==> config.mk <==
export PLATFORM = sky130hd
export DESIGN_NAME = operand_fetch
export DESIGN_NICKNAME = d
export VERILOG_FILES = /design/src/rtl/operand_fetch.sv
export SDC_FILE = /design/constraint.sdc
export NUM_CORES = 1
export LEC_CHECK = 0
export ABC_AREA = 1
export CAP_MARGIN = 20
export CORE_MARGIN = 5
export CORE_UTILIZATION = 49
export DETAILED_ROUTE_END_ITERATION = 12
export GPL_ROUTABILITY_DRIVEN = 0
export PLACE_DENSITY = 0.95
export RECOVER_POWER = 50
export SLEW_MARGIN = 25
export SYNTH_ARGS = -nofsm -noshare
export SYNTH_HDL_FRONTEND = slang
export SYNTH_SLANG_ARGS = --single-unit
export TNS_END_PERCENT = 20
==> constraint.sdc <==
create_clock -name clk -period 4.45 [get_ports clk]
set_clock_uncertainty 0.2 [all_clocks]
set_input_delay 0.6675 -clock clk [delete_from_list [all_inputs] [get_ports clk]]
set_output_delay 0.6675 -clock clk [all_outputs]
set_load 0.02 [all_outputs]
==> src/rtl/operand_fetch.sv <==
// operand_fetch
//   Decode-side operand fetch stage. Drives the two register-file read
//   channels, resolves each source operand (EX forward > MEM forward >
//   register file; r0 always reads 0), stalls on load-use hazards and
//   registers the resolved operands into a ready/valid stage feeding EX.
//
// Ports
//   clk, rst (sync, active-low), flush
//   in_*       : decoded instruction fields with valid/ready handshake
//   read_*     : register-file read channels (combinational)
//   ex_fwd_*   : EX stage forward (loads are not forwardable from EX)
//   mem_fwd_*  : MEM stage forward
//   out_*      : registered operands with valid/ready handshake
//   stall_cycles : saturating count of load-use stall cycles
module operand_fetch (
  input  logic        clk,
  input  logic        rst,
  input  logic        flush,
  input  logic        in_valid,
  output logic        in_ready,
  input  logic [4:0]  in_rs_addr,
  input  logic [4:0]  in_rt_addr,
  input  logic        in_rs_en,
  input  logic        in_rt_en,
  input  logic [31:0] in_imm,
  input  logic        in_use_imm,
  input  logic [4:0]  in_dest_addr,
  input  logic        in_dest_en,
  input  logic        in_is_load,
  output logic        read_en_1,
  output logic        read_en_2,
  output logic [4:0]  read_addr_1,
  output logic [4:0]  read_addr_2,
  input  logic [31:0] read_data_1,
  input  logic [31:0] read_data_2,
  input  logic        ex_fwd_en,
  input  logic        ex_fwd_is_load,
  input  logic [4:0]  ex_fwd_addr,
  input  logic [31:0] ex_fwd_data,
  input  logic        mem_fwd_en,
  input  logic [4:0]  mem_fwd_addr,
  input  logic [31:0] mem_fwd_data,
  output logic        out_valid,
  input  logic        out_ready,
  output logic [31:0] out_op_a,
  output logic [31:0] out_op_b,
  output logic [31:0] out_store_data,
  output logic [4:0]  out_dest_addr,
  output logic        out_dest_en,
  output logic        out_is_load,
  output logic [31:0] stall_cycles
);

  logic [31:0] rs_val;
  logic [31:0] rt_val;
  logic        hazard;
  logic        capture;

  function automatic logic [31:0] resolve(
    input logic [4:0]  s,
    input logic        e,
    input logic [31:0] rf_data,
    input logic        ex_en,
    input logic        ex_load,
    input logic [4:0]  ex_addr,
    input logic [31:0] ex_data,
    input logic        mem_en,
    input logic [4:0]  mem_addr,
    input logic [31:0] mem_data
  );
    if (!e || s == 5'd0)                          return '0;
    else if (ex_en && ex_addr == s && !ex_load)   return ex_data;
    else if (mem_en && mem_addr == s)             return mem_data;
    else                                          return rf_data;
  endfunction

  always_comb begin
    read_en_1   = in_valid & in_rs_en;
    read_addr_1 = in_rs_addr;
    read_en_2   = in_valid & in_rt_en;
    read_addr_2 = in_rt_addr;

    rs_val = resolve(in_rs_addr, in_rs_en, read_data_1, ex_fwd_en, ex_fwd_is_load,
                     ex_fwd_addr, ex_fwd_data, mem_fwd_en, mem_fwd_addr, mem_fwd_data);
    rt_val = resolve(in_rt_addr, in_rt_en, read_data_2, ex_fwd_en, ex_fwd_is_load,
                     ex_fwd_addr, ex_fwd_data, mem_fwd_en, mem_fwd_addr, mem_fwd_data);

    // A load in EX has no data yet; any consumer of its destination waits
    // one cycle and then picks it up from the MEM forward.
    hazard = in_valid & ex_fwd_en & ex_fwd_is_load & (ex_fwd_addr != 5'd0) &
             ((in_rs_en & (ex_fwd_addr == in_rs_addr)) |
              (in_rt_en & (ex_fwd_addr == in_rt_addr)));

    in_ready = !flush & !hazard & (!out_valid | out_ready);
    capture  = in_valid & in_ready;
  end

  always_ff @(posedge clk) begin
    if (!rst) begin
      out_valid      <= 1'b0;
      out_op_a       <= '0;
      out_op_b       <= '0;
      out_store_data <= '0;
      out_dest_addr  <= '0;
      out_dest_en    <= 1'b0;
      out_is_load    <= 1'b0;
      stall_cycles   <= '0;
    end else begin
      if (flush) begin
        out_valid <= 1'b0;
      end else if (capture) begin
        out_valid      <= 1'b1;
        out_op_a       <= rs_val;
        out_op_b       <= in_use_imm ? in_imm : rt_val;
        out_store_data <= rt_val;
        out_dest_addr  <= in_dest_addr;
        out_dest_en    <= in_dest_en;
        out_is_load    <= in_is_load;
      end else if (out_ready) begin
        out_valid <= 1'b0;
      end

      if (hazard && !flush && stall_cycles != '1)
        stall_cycles <= stall_cycles + 32'd1;
    end
  end

endmodule
==> flow_summary.json, run 1 <==
{
  "grt_max_degree": 66,
  "min_period_ns": 3.88,
  "arrival_ns": 3.02,
  "syn2layout_area_growth_pct": 43.2,
  "ys_ff_latch": 136,
  "clockBufferDepth": 2,
  "min_path_type": "reg2reg",
  "final_cell_mix": "nand2_1, nor2_1, inv_1",
  "grtUsageTotal_pct": 33.7,
  "clk_pin_slew_ns": 0.06,
  "hold_slack_ns": 0.262,
  "yosysSeqAreaShare_pct": 29.2,
  "antenna_found_initial": 3,
  "clock-sinks": 136,
  "clock_power_share_pct": 39.6,
  "internal_power_mw": 2.50,
  "cts_tree": "done",
  "worst_pin_slew_ns": 1.14,
  "grt_pass1_vias": 11072,
  "worst_ep_required_time_ns": 3.58,
  "cts_resized": 0,
  "crit_path_start_kind": "input pin",
  "final_common_cell": "nand2_1",
  "synth.distinct_cells": 29,
  "hold_violations": 0,
  "die_x_um": 148,
  "drtAntennaViolNets": 0,
  "ctsHtreeMaxLevel": 4,
  "post-route-drc-count": 0,
  "clk_latency_ns": 0.42,
  "p_leak_nw": 6.67,
  "yosysWarnings": 0,
  "vdd_ir_drop_max_mv": 0.258,
  "root_buffer": "clkbuf_16",
  "synth_nets": 1845,
  "setup-violations-final": 0,
  "rsz0062_at_grt": "false",
  "critPathMaxFanout": 8,
  "placedInstanceArea_sq_um": 12800,
  "period_share_pct": 87.3,
  "max_freq_ghz": 0.258,
  "netlist_area_sq_um": 9320,
  "p_sw_share_pct": 31.8,
  "drive_gt1_share_pct": 3.93,
  "dieArea_sq_um": 21900,
  "io_buffers": 346,
  "io_pins": 347,
  "post-place-cells": 2137,
  "first_pass_iters": 7,
  "grt_pass1_wl_um": 58500,
  "drt-total-wl_um": 38400,
  "crit_type": "in2out",
  "fp.dieH_um": 148,
  "status": "complete, no violations",
  "hpwlAfterDp_um": 29200,
  "p_sw_mw": 1.17,
  "routed-via-count": 11960,
  "fin_setup_tns_ns": 0,
  "synth_cells": 1646,
  "power_density_nw_per_um2": 275,
  "cts_setup_buffers": 0,
  "fin_nets": 2121,
  "slew_violations": 0,
  "cts_hold_buf": 0,
  "core_sq_um": 18700,
  "stdcell_count": 2172,
  "grt_overflow": 0,
  "finish.utilization_pct": 71.4,
  "seq_power_share_pct": 35.8,
  "row_count": 50,
  "relSlewSlack_pct": 24.1,
  "maxCapViolCount": 0,
  "fin_ws_ns": 0.567,
  "dp_slack_ns": 0.759,
  "avgSynthCellArea_sq_um": 5.66,
  "fin_total_pwr_mw": 3.67,
  "routedWlPerCell_um": 17.7,
  "via_per_inst": 5.51,
  "pwr-share-comb_pct": 24.6,
  "cts_made_buffers": 17,
  "drt_iter0_markers": 1311,
  "finalInstanceArea_sq_um": 13400,
  "crit_path_end_kind": "output port",
  "initial_utilization_pct": 49.8
}
## worst max-delay path, stage by stage
cell,delay [ns]
dlygate4sd3_1,0.60
nor3_1,0.31
nand3_1,0.16
nand4_1,0.14
inv_1,0.13
a21boi_2,0.33
clkdlybuf4s50_1,0.67
## power by group through the flow
stage	Combinational, mW	Sequential, mW	Clock, mW
final	0.905	1.31	1.45
after global routing	0.976	1.32	1.53
after CTS	0.914	1.31	1.47
after detailed placement	0.909	1.34	0
after global placement	0.892	1.34	0
after floorplan	0.392	1.41	0
## sequential cells by signal, summed over array words and instances, names as in the netlist
register,cells
out_dest_addr,5
out_dest_en,1
out_is_load,1
out_op_a,32
out_op_b,32
out_store_data,32
out_valid,1
stall_cycles,32
## kinds of logic after synthesis
kind of cell             count (synthesis)  synth area share [%]
flip-flops                             136                  29.2
buffers and inverters                  321                  14.4
adder cells (fa/ha/maj)                  1                 0.134
AND/OR/NAND/NOR                       1042                  46.8
XOR/XNOR                                36                  3.38
AO/OA/AOI/OAI                          110                  6.01
## path summary, 6_finish.rpt
check                                     start               end  slack, ns  cells past startpoint
worst max register to register  stall_cycles[1]  stall_cycles[29]       1.79                      9
worst max-delay path             ex_fwd_addr[2]          in_ready       0.57                      7
worst min register to register      out_is_load       out_is_load       0.26                      2
worst min-delay path                out_is_load       out_is_load       0.26                      2
## Yosys cell counts
master / count / area share, %
nand2_1: 548 / 22
nor2_1: 244 / 9.8
inv_1: 209 / 8.4
nand3_1: 147 / 7.9
dfxtp_1: 136 / 29
nand4_1: 74 / 5.0
a21oi_1: 68 / 3.7
buf_2: 46 / 2.5
o21ai_1: 33 / 1.8
clkbuf_1: 32 / 1.3
xor2_1: 23 / 2.2
buf_4: 18 / 1.4
nor3_1: 13 / 0.70
xnor2_1: 13 / 1.2
buf_1: 11 / 0.44
o21ai_0: 7 / 0.38
nor2_2: 4 / 0.27
inv_2: 3 / 0.12
nand2_2: 3 / 0.20
buf_6: 2 / 0.24
nand3b_1: 2 / 0.16
nand4_2: 2 / 0.27
nor3_2: 2 / 0.21
a21boi_2: 1 / 0.12
a21oi_2: 1 / 0.094
ha_1: 1 / 0.13
nand3_2: 1 / 0.11
nor2_4: 1 / 0.12
nor4_1: 1 / 0.067
## routing by layer
layer  track usage, %  vias up  wire (um)
met3             8.58      203       4590
met2             57.8      843      17900
met1             37.6     5254      13200
li1                 -     5660          -
met5                0        -          0
met4             20.3        0       2730
## layout make-up
class	instances	area, sq um
antenna	3	7.51
clock buffer	18	429
clock inverter	14	160
fill	1563	5360
inverter	212	796
multi-input combinational	1189	5300
sequential	136	2720
tap	234	293
timing repair buffer	366	3650
Note: power is estimated with default switching activity, not from simulation.
==> run 2: changes to the inputs <==
- HOLD_SLACK_MARGIN: unset -> 0.15
==> results of run 2 <==
No change in the layout: final DEF, timing and power equal those of run 1.
